## src/rtl/song_pkg.sv

```systemverilog
`default_nettype none
// ============================================================================
// Module      : song_pkg
// Description : Shared types and default widths for the song sequencer.
// Revision    : 1.0 - initial release
// ============================================================================
package song_pkg;

    localparam int DEF_TICK_DIV = 100000;
    localparam int DEF_ADDR_W   = 8;
    localparam int DEF_PITCH_W  = 7;
    localparam int DEF_DUR_W    = 8;

    typedef enum logic [2:0] {
        ST_IDLE     = 3'd0,
        ST_FETCH    = 3'd1,
        ST_WAIT_ROM = 3'd2,
        ST_PLAYING  = 3'd3,
        ST_PAUSED   = 3'd4,
        ST_DONE     = 3'd5
    } seq_state_t;

    // Layout of one note ROM word at the default widths: pitch 0 is a rest,
    // duration 0 marks the end of the song.
    typedef struct packed {
        logic [DEF_PITCH_W-1:0] pitch;
        logic [DEF_DUR_W-1:0]   dur;
    } note_t;

    function automatic int cnt_width(input int n);
        return (n > 1) ? $clog2(n) : 1;
    endfunction

endpackage
`default_nettype wire

```

## src/rtl/song_sequencer_tick_divider.sv

```systemverilog
`default_nettype none
// ============================================================================
// Module      : tick_divider
// Description : Free-running modulo-TICK_DIV counter with enable and clear;
//               emits a one-cycle tick on the last count of each period.
// Revision    : 1.0 - initial release
// ============================================================================
module tick_divider
    import song_pkg::*;
#(
    parameter int TICK_DIV = DEF_TICK_DIV
) (
    input  logic clk,
    input  logic rst,
    input  logic en,
    input  logic clr,
    output logic tick
);

    localparam int              CNT_W = cnt_width(TICK_DIV);
    localparam logic [CNT_W-1:0] LAST = CNT_W'(TICK_DIV - 1);

    logic [CNT_W-1:0] count_q;
    logic [CNT_W-1:0] count_d;

    always_comb begin
        count_d = count_q;
        tick    = 1'b0;
        if (clr) begin
            count_d = '0;
        end else if (en) begin
            if (count_q == LAST) begin
                count_d = '0;
                tick    = 1'b1;
            end else begin
                count_d = count_q + 1'b1;
            end
        end
    end

    always_ff @(posedge clk or negedge rst) begin
        if (!rst) begin
            count_q <= '0;
        end else begin
            count_q <= count_d;
        end
    end

endmodule
`default_nettype wire

```

## src/rtl/song_sequencer.sv

```systemverilog
`default_nettype none
// ============================================================================
// Module      : song_sequencer
// Description : Walks a synchronous note ROM, times each note in divided
//               ticks and drives play / song_done / reset_player strobes.
//               Define SONG_SEQ_LOOP_EN to auto-replay after the end marker.
// Revision    : 1.0 - initial release
// ============================================================================
module song_sequencer
    import song_pkg::*;
#(
    parameter int TICK_DIV = DEF_TICK_DIV,
    parameter int ADDR_W   = DEF_ADDR_W,
    parameter int PITCH_W  = DEF_PITCH_W,
    parameter int DUR_W    = DEF_DUR_W
) (
    input  logic                     clk,
    input  logic                     rst,
    input  logic                     start_pause,
    input  logic                     restart,
    output logic [ADDR_W-1:0]        note_addr,
    input  logic [PITCH_W+DUR_W-1:0] note_data,
    output logic [PITCH_W-1:0]       pitch,
    output logic                     note_on,
    output logic                     play,
    output logic                     song_done,
    output logic                     reset_player
);

    localparam logic [ADDR_W-1:0] ADDR_LAST = '1;

    seq_state_t         state_q, state_d;
    logic [ADDR_W-1:0]  addr_q, addr_d;
    logic [DUR_W-1:0]   dur_q, dur_d;
    logic [PITCH_W-1:0] cur_pitch_q, cur_pitch_d;
    logic [PITCH_W-1:0] pitch_q, pitch_d;
    logic               note_on_q, note_on_d;
    logic               play_q, play_d;
    logic               song_done_q, song_done_d;
    logic               reset_player_q, reset_player_d;
    logic               rst_seen_q, rst_seen_d;

    logic               div_en;
    logic               div_clr;
    logic               tick;
    logic [PITCH_W-1:0] rom_pitch;
    logic [DUR_W-1:0]   rom_dur;

    assign rom_pitch = note_data[PITCH_W+DUR_W-1:DUR_W];
    assign rom_dur   = note_data[DUR_W-1:0];

    tick_divider #(
        .TICK_DIV (TICK_DIV)
    ) u_tick_divider (
        .clk  (clk),
        .rst  (rst),
        .en   (div_en),
        .clr  (div_clr),
        .tick (tick)
    );

    always_comb begin
        state_d        = state_q;
        addr_d         = addr_q;
        dur_d          = dur_q;
        cur_pitch_d    = cur_pitch_q;
        rst_seen_d     = 1'b1;
        reset_player_d = ~rst_seen_q;
        div_en         = (state_q == ST_PLAYING);
        // Divider phase survives only a pause; every new note starts at zero.
        div_clr        = (state_q != ST_PLAYING) && (state_q != ST_PAUSED);

        if (restart) begin
            state_d        = ST_IDLE;
            addr_d         = '0;
            dur_d          = '0;
            reset_player_d = 1'b1;
            div_clr        = 1'b1;
        end else begin
            case (state_q)
                ST_IDLE: begin
                    addr_d = '0;
                    if (start_pause) begin
                        state_d = ST_FETCH;
                    end
                end
                ST_FETCH: begin
                    state_d = ST_WAIT_ROM;
                end
                ST_WAIT_ROM: begin
                    cur_pitch_d = rom_pitch;
                    dur_d       = rom_dur;
                    state_d     = (rom_dur == '0) ? ST_DONE : ST_PLAYING;
                end
                ST_PLAYING: begin
                    if (tick) begin
                        dur_d = dur_q - 1'b1;
                    end
                    if (tick && (dur_q == DUR_W'(1))) begin
                        if (addr_q == ADDR_LAST) begin
                            state_d = ST_DONE;
                        end else begin
                            addr_d  = addr_q + 1'b1;
                            // A pause landing on the final tick resumes straight into the fetch.
                            state_d = start_pause ? ST_PAUSED : ST_FETCH;
                        end
                    end else if (start_pause) begin
                        state_d = ST_PAUSED;
                    end
                end
                ST_PAUSED: begin
                    if (start_pause) begin
                        state_d = (dur_q == '0) ? ST_FETCH : ST_PLAYING;
                    end
                end
                ST_DONE: begin
`ifdef SONG_SEQ_LOOP_EN
                    state_d        = ST_FETCH;
                    addr_d         = '0;
                    reset_player_d = 1'b1;
`else
                    state_d        = ST_DONE;
`endif
                end
                default: begin
                    state_d = ST_IDLE;
                    addr_d  = '0;
                end
            endcase
        end

        pitch_d     = (state_d == ST_PLAYING) ? cur_pitch_d : '0;
        note_on_d   = (state_d == ST_PLAYING) && (cur_pitch_d != '0);
        // play only bridges the inter-note gap once a note has actually sounded.
        play_d      = (state_d == ST_PLAYING) ||
                      (play_q && ((state_d == ST_FETCH) || (state_d == ST_WAIT_ROM)));
        song_done_d = (state_d == ST_DONE);
    end

    always_ff @(posedge clk or negedge rst) begin
        if (!rst) begin
            state_q        <= ST_IDLE;
            addr_q         <= '0;
            dur_q          <= '0;
            cur_pitch_q    <= '0;
            pitch_q        <= '0;
            note_on_q      <= 1'b0;
            play_q         <= 1'b0;
            song_done_q    <= 1'b0;
            reset_player_q <= 1'b0;
            rst_seen_q     <= 1'b0;
        end else begin
            state_q        <= state_d;
            addr_q         <= addr_d;
            dur_q          <= dur_d;
            cur_pitch_q    <= cur_pitch_d;
            pitch_q        <= pitch_d;
            note_on_q      <= note_on_d;
            play_q         <= play_d;
            song_done_q    <= song_done_d;
            reset_player_q <= reset_player_d;
            rst_seen_q     <= rst_seen_d;
        end
    end

    assign note_addr    = addr_q;
    assign pitch        = pitch_q;
    assign note_on      = note_on_q;
    assign play         = play_q;
    assign song_done    = song_done_q;
    assign reset_player = reset_player_q;

endmodule
`default_nettype wire

```

## config.mk

```make
export PLATFORM = sky130hd
export DESIGN_NAME = song_sequencer
export DESIGN_NICKNAME = d
export VERILOG_FILES = /design/src/rtl/song_pkg.sv /design/src/rtl/song_sequencer_tick_divider.sv /design/src/rtl/song_sequencer.sv
export SDC_FILE = /design/constraint.sdc
export NUM_CORES = 1
export LEC_CHECK = 0
export CAP_MARGIN = 10
export CORE_ASPECT_RATIO = 0.8
export CORE_MARGIN = 2
export CORE_UTILIZATION = 59
export CTS_CLUSTER_SIZE = 14
export DETAILED_ROUTE_END_ITERATION = 10
export PLACE_DENSITY = 0.85
export RECOVER_POWER = 100
export SLEW_MARGIN = 40
export SYNTH_ARGS = -nofsm -noshare
export SYNTH_HDL_FRONTEND = slang
export SYNTH_SLANG_ARGS = --single-unit
```

## constraint.sdc

```tcl
create_clock -name clk -period 5.6 [get_ports clk]
set_clock_uncertainty 0.2 [all_clocks]
set_input_delay 0.56 -clock clk [delete_from_list [all_inputs] [get_ports clk]]
set_output_delay 0.56 -clock clk [all_outputs]
set_load 0.1 [all_outputs]
```

==> results.sh, run 1 <==
export IMPL_status="finished with violations"
export IMPL_violations="max-capacitance violations, max-slew violations"
export IMPL_synth_flop_cell="dfrtp_1"
export IMPL_vias=2418
export IMPL_pre_cts_ws_ns=2.32
export IMPL_cp_start_kind="primary input"
export IMPL_grt_pass1_wl_microns=10400
export IMPL_path_clk_slew_ns=0.11
export IMPL_p_sw_uw=272
export IMPL_p_comb_share_pct=19.0
export IMPL_diodes=0
export IMPL_critPathTopFamily="simple AND/OR/NAND/NOR gates"
export IMPL_worst_pin_slew_ns=2.88
export IMPL_relSlewSlack_pct=-92.1
export IMPL_place_area_sq_mm=0.00314
export IMPL_syn_to_final_growth_pct=11.4
export IMPL_crit_start="restart"
export IMPL_crit_path_cell_trace="dlygate4sd3_1 -> and4bb_1 -> nand3_1 -> nor4_1 -> nand3_2 -> or3_1 -> a21oi_1"
export IMPL_final_max_slew_viol_count=56
export IMPL_internal_power_uw=571
export IMPL_cts_buffers=5
export IMPL_r2r_start="u_tick_divider.count_q[0]"
export IMPL_critical_path_class="in2reg"
export IMPL_synth_async_sr_flop_share_pct=100
export IMPL_hold_viol_final=0
export IMPL_p_leak_uw=0.00135
export IMPL_die_area_sq_mm=0.00540
export IMPL_synth_seq_cells=55
export IMPL_crit_path_max_fanout=13
export IMPL_ir_worst_vdd_mv=0.200
export IMPL_fp_dieH_microns=66.1
export IMPL_cts_root_buf="clkbuf_8"
export IMPL_clk_latency_ns=0.32
export IMPL_power_clock_fraction_pct=28.0
export IMPL_post_cts_buffers=0
export IMPL_synth_area_leaders="dfrtp_1 48%, o21ai_0 6.5%, nor2_1 5.0%"
export IMPL_routedWlPerCell_microns=15.8
export IMPL_cts_tree="done"
export IMPL_syn_area_sq_mm=0.00285
export IMPL_finalWorstSetupSlack_ns=1.88
export IMPL_path_buf_inv=1
export IMPL_grt_pass1_vias=2204
export IMPL_grt_ovfl_total=0
export IMPL_drt_initial_drc_count=217
export IMPL_post_cts_resized=0
export IMPL_synth_top_cell_by_area="dfrtp_1"
export IMPL_required_ns=5.64
export IMPL_place_congestion=0.838
export IMPL_p_seq_share_pct=53.0
export IMPL_netlist_area_leader_share_pct=48.4
export IMPL_syn_area_per_cell_sq_um=9.43
export IMPL_power_density_mw_per_mm2=266
export IMPL_final_cell_mix="55 x dfrtp_1, 37 x nor2_1, 37 x o21ai_0"
export IMPL_cts_hold_buf=0
export IMPL_post_route_min_period_ns=3.72
export IMPL_die_w_microns=81.7
export IMPL_grt_max_degree=56
export IMPL_stdcell_area_sq_mm=0.00317
export IMPL_drv_cap=1
export IMPL_setup_viol=0
export IMPL_cts_max_level=2
export IMPL_dp_cells=389
export IMPL_synth_cell_types=53
export IMPL_cpPeakStageDelay_ns=1.16
export IMPL_grt_antenna_before_repair=0
export IMPL_rsz0062_at_grt="no"
export IMPL_min_from="rst_seen_q"
export IMPL_seq_area_frac_synth_pct=48.4
export IMPL_final_cells=397
export IMPL_portBuffers=37
export IMPL_fin_nets=359
export IMPL_min_period_over_period_pct=66.3
export IMPL_drive_gt1_share_pct=5.34
export IMPL_core_sq_mm=0.00462
export IMPL_grt_util_all_layers_pct=25.0
export IMPL_routed_wl_microns=6260
export IMPL_clock_path_buffers=2
export IMPL_swShare_pct=32.3
export IMPL_synthCells=302
export IMPL_start_util_pct=61.6
export IMPL_post_route_drc_count=0
export IMPL_tns_ns=0
export IMPL_numClockSinks=55
export IMPL_synth_nets=325
export IMPL_synth_edf_count=0
export IMPL_num_io_pins=38
export IMPL_max_freq_ghz=0.269
export IMPL_viasPerCell=6.09
export IMPL_ant_nets=0
export IMPL_arrival_ns=3.75
export IMPL_num_rows=22
export IMPL_yosys_warnings=0
export IMPL_cpMaxStageDelayCell="nor4_1"
export IMPL_hp_class="reg2reg"
export IMPL_total_power_uw=843
export IMPL_firstDrtPassIters=5
export IMPL_crit_path_end_kind="flop"
export IMPL_layout_commonest_cell="dfrtp_1"
export IMPL_hpwl_microns=4180
[path summary, 6_finish.rpt]
kind | to | slack [ns] | cells after the start
setup / recovery | note_addr[7] | 1.88 | 7
hold / removal | reset_player | 0.23 | 1
setup reg to reg | note_addr[7] | 2.18 | 7
hold reg to reg | reset_player | 0.23 | 1
max in group asynchronous | song_done | 2.52 | 2
min in group asynchronous | u_tick_divider.count_q[8] | 1.06 | 2
[metrics by stage]
step / hold WS [ns] / utilization [%]
finish: 0.230 / 68.6
global route: 0.257 / 68.6
CTS: 0.187 / 70.0
detailed placement: 0.218 / 68.0
global placement: 0.194 / 69.9
floorplan: 0.0644 / -
[cell families (layout without fill, tap and decap cells)]
logic type	Yosys count	after routing	share of synthesized area, %
simple gates	123	123	24.1
xor+xnor	8	8	2.46
flops	55	55	48.4
mux	8	8	2.81
other cells	1	1	0.132
buf+inv	24	59	3.96
compound gates	79	79	16.4
fa+ha+maj	4	4	1.76
[cell type report]
cell class	instances	area, sq um
Tap cell	60	75.1
Fill cell	384	1450
Sequential cell	55	1380
Multi-Input combinational cell	223	1320
Timing Repair Buffer	38	250
Inverter	13	48.8
Clock buffer	5	68.8
Clock inverter	3	27.5
[worst register-to-register path, stage by stage, from the launching register on]
cell and delay, ns:
dfrtp_1 0.40, ha_1 0.21, and4_2 0.25, nand4_1 0.30, nor4_1 1.27, nand3_2 0.16, or3_1 0.37, a21oi_1 0.18
[cells in the mapped netlist (all sizes together), types with 2 or more instances]
| master | n |
|---|---|
| a211oi | 3 |
| a21o | 2 |
| a21oi | 16 |
| a31oi | 5 |
| and2 | 2 |
| and3 | 5 |
| and4 | 6 |
| buf | 3 |
| clkbuf | 8 |
| dfrtp | 55 |
| ha | 4 |
| inv | 13 |
| mux2i | 8 |
| nand2 | 29 |
| nand2b | 2 |
| nand3 | 8 |
| nand4 | 7 |
| nor2 | 38 |
| nor3 | 7 |
| nor4 | 6 |
| nor4b | 2 |
| o21ai | 37 |
| o31ai | 4 |
| or4 | 3 |
| xor2 | 8 |
[registers in the layout, indices dropped and copies added, names as in the netlist]
register and count:
note_on 1, rst_seen_q 1, state_q 3, play 1
cur_pitch_q 7, song_done 1, pitch 7, u_tick_divider.count_q 17
note_addr 8, reset_player 1, dur_q 8
[power groups by stage]
stage               combinational (uW)  sequential, uW  clock (uW)
floorplan                         87.8             482           0
global placement                   164             452           0
detailed placement                 163             454           0
CTS                                165             447         237
global route                       179             451         251
finish                             160             447         236
[routing by layer]
metal	global-route usage (%)	vias up	routed length, microns
met3	4.51	8	423
met1	36.8	1149	2880
met4	6.25	0	62
met2	38.5	109	2890
li1	-	1152	-
met5	0	-	0
(Power assumes the default switching activity.)
==> inputs of run 2 (changes only) <==
--- a/config.mk
+++ b/config.mk
@@ -8,10 +8,10 @@
 export CAP_MARGIN = 10
 export CORE_ASPECT_RATIO = 0.8
 export CORE_MARGIN = 2
-export CORE_UTILIZATION = 59
+export CORE_UTILIZATION = 55
 export CTS_CLUSTER_SIZE = 14
 export DETAILED_ROUTE_END_ITERATION = 10
-export PLACE_DENSITY = 0.85
+export PLACE_DENSITY = 0.8
 export RECOVER_POWER = 100
 export SLEW_MARGIN = 40
 export SYNTH_ARGS = -nofsm -noshare
==> constraint.sdc (replaced) <==
create_clock -name clk -period 3.7 [get_ports clk]
set_clock_uncertainty 0.2 [all_clocks]
set_input_delay 0.37 -clock clk [delete_from_list [all_inputs] [get_ports clk]]
set_output_delay 0.37 -clock clk [all_outputs]
set_load 0.1 [all_outputs]
==> run 2 against run 1 <==
The run still ends with max-capacitance violations, max-slew violations left; count of clock-buffer cells in the layout did not move; final cell count up 1.3%; via count shrank 1.8%; sequential share of layout area fell by 0.62 points; die area grew 6.9%; hold slack worse by 0.018 ns; highest routed layer unchanged; non-clock buffer count up 3; critical endpoint is now note_on.
==> results.sh, run 2 (synthesis gave the netlist of run 1 again) <==
export IMPL_utilization_pct=64.2
export IMPL_violations="max-capacitance violations, max-slew violations"
export IMPL_vias=2375
export IMPL_r2r_slack_ns=0.75
export IMPL_finalWorstSetupSlack_ns=0.673
export IMPL_largest_register_ffs=17
export IMPL_setup_viol=0
export IMPL_pre_cts_ws_ns=0.621
export IMPL_min_period_over_period_pct=81.8
export IMPL_hp_class="reg2reg"
export IMPL_clock_path_buffers=2
export IMPL_diodes=0
export IMPL_drive_gt1_share_pct=5.88
export IMPL_power_density_mw_per_mm2=398
export IMPL_hold_viol_final=0
export IMPL_grt_pass1_wl_microns=10100
export IMPL_tns_ns=0
export IMPL_cpMaxStageDelayCell="nor3_1"
export IMPL_cts_buffers=5
export IMPL_start_util_pct=56.8
export IMPL_critical_path_class="in2reg"
export IMPL_arrival_ns=3.02
export IMPL_die_w_microns=84.4
export IMPL_viasPerCell=5.91
export IMPL_clk_latency_ns=0.31
export IMPL_syn_to_final_growth_pct=13.0
export IMPL_post_cts_buffers=0
export IMPL_crit_path_cell_trace="dlygate4sd3_1 -> nor3_1 -> mux2i_1 -> inv_1 -> nor4_1 -> a41oi_1"
export IMPL_core_sq_mm=0.00501
export IMPL_regMostFlops="u_tick_divider.count_q"
export IMPL_firstDrtPassIters=4
export IMPL_relSlewSlack_pct=-11.4
export IMPL_max_freq_ghz=0.330
export IMPL_grt_pass1_vias=2173
export IMPL_ant_nets=0
export IMPL_cp_start_kind="primary input"
export IMPL_hpwl_microns=4240
export IMPL_grt_max_degree=31
export IMPL_drv_cap=1
export IMPL_cpPeakStageDelay_ns=1.05
export IMPL_cts_root_buf="clkbuf_8"
export IMPL_status="finished with violations"
export IMPL_num_rows=23
export IMPL_grt_antenna_before_repair=0
export IMPL_final_cell_mix="55 x dfrtp_1, 38 x nor2_1, 37 x o21ai_0"
export IMPL_layout_commonest_cell="dfrtp_1"
export IMPL_required_ns=3.69
export IMPL_num_io_pins=38
export IMPL_crit_path_max_fanout=13
export IMPL_fp_dieH_microns=68.3
export IMPL_numClockSinks=55
export IMPL_grt_util_all_layers_pct=22.2
export IMPL_crit_path_end_kind="flop"
export IMPL_fin_nets=362
export IMPL_rsz0062_at_grt="no"
export IMPL_grt_ovfl_total=0
export IMPL_post_route_min_period_ns=3.03
export IMPL_path_clk_slew_ns=0.11
export IMPL_final_max_slew_viol_count=31
export IMPL_portBuffers=37
export IMPL_drt_initial_drc_count=165
export IMPL_p_leak_uw=0.00137
export IMPL_routedWlPerCell_microns=15.4
export IMPL_routed_wl_microns=6190
export IMPL_ir_worst_vdd_mv=0.301
export IMPL_place_congestion=0.821
export IMPL_cts_max_level=2
export IMPL_cts_tree="done"
export IMPL_post_route_drc_count=0
export IMPL_die_area_sq_mm=0.00577
export IMPL_worst_pin_slew_ns=1.67
==> run 2: final timing paths <==
check	start	to	depth (start not counted)
worst min register to register	rst_seen_q	reset_player	1
worst max register to register	u_tick_divider.count_q[0]	note_on	7
min in group asynchronous	rst	u_tick_divider.count_q[8]	2
max in group asynchronous	rst	u_tick_divider.count_q[5]	3
worst min-delay path	rst_seen_q	reset_player	1
worst max-delay path	restart	note_on	6
==> run 2: cell type report <==
type | instances | area (sq um)
clock buffers | 5 | 68.8
flip-flops and latches | 55 | 1380
repair buffers | 41 | 275
multi-input cells | 223 | 1340
well taps | 62 | 77.6
fillers | 436 | 1790
inverters | 13 | 48.8
clock inverters | 3 | 33.8
==> run 2: report_power, final <==
part	switching [uW]	internal [uW]	leakage, uW	total, uW
Sequential	25.4	649	0.000743	675
Combinational	169	75.5	0.000575	244
Clock	219	143	0.0000515	362
Total	413	868	0.00137	1280
==> run 2: layer usage <==
metal,vias to the layer above,global-route usage (%),wire (microns)
li1,1159,-,-
met1,1160,31.3,3020
met2,54,35.3,2830
met3,2,4.22,300
met4,0,6.75,27
met5,-,0,0
==> run 2: critical path, delay by kind of cell <==
kind,cells,cell delay [ns]
AO/OA/AOI/OAI,1,0.15
buffers and inverters,2,0.80
multiplexers,1,0.35
AND/OR/NAND/NOR,2,1.35
==> run 2: what timing repair did <==
action                                  in CTS  in global routing
hold buffers                                 1                  0
endpoints found under the setup margin       0                  0
hold endpoints to repair                    29                  0
gates resized for setup                      0                  0
==> run 2: through the flow <==
step                cells  total power, uW  instance area (sq um)  hold slack, ns
finish                402             1280                   3220           0.212
CTS                   402             1290                   3270           0.214
global placement      393              934                   3250           0.195
floorplan             302              863                   2850          -0.126
detailed placement    393              935                   3160           0.200
global route          402             1340                   3220           0.237
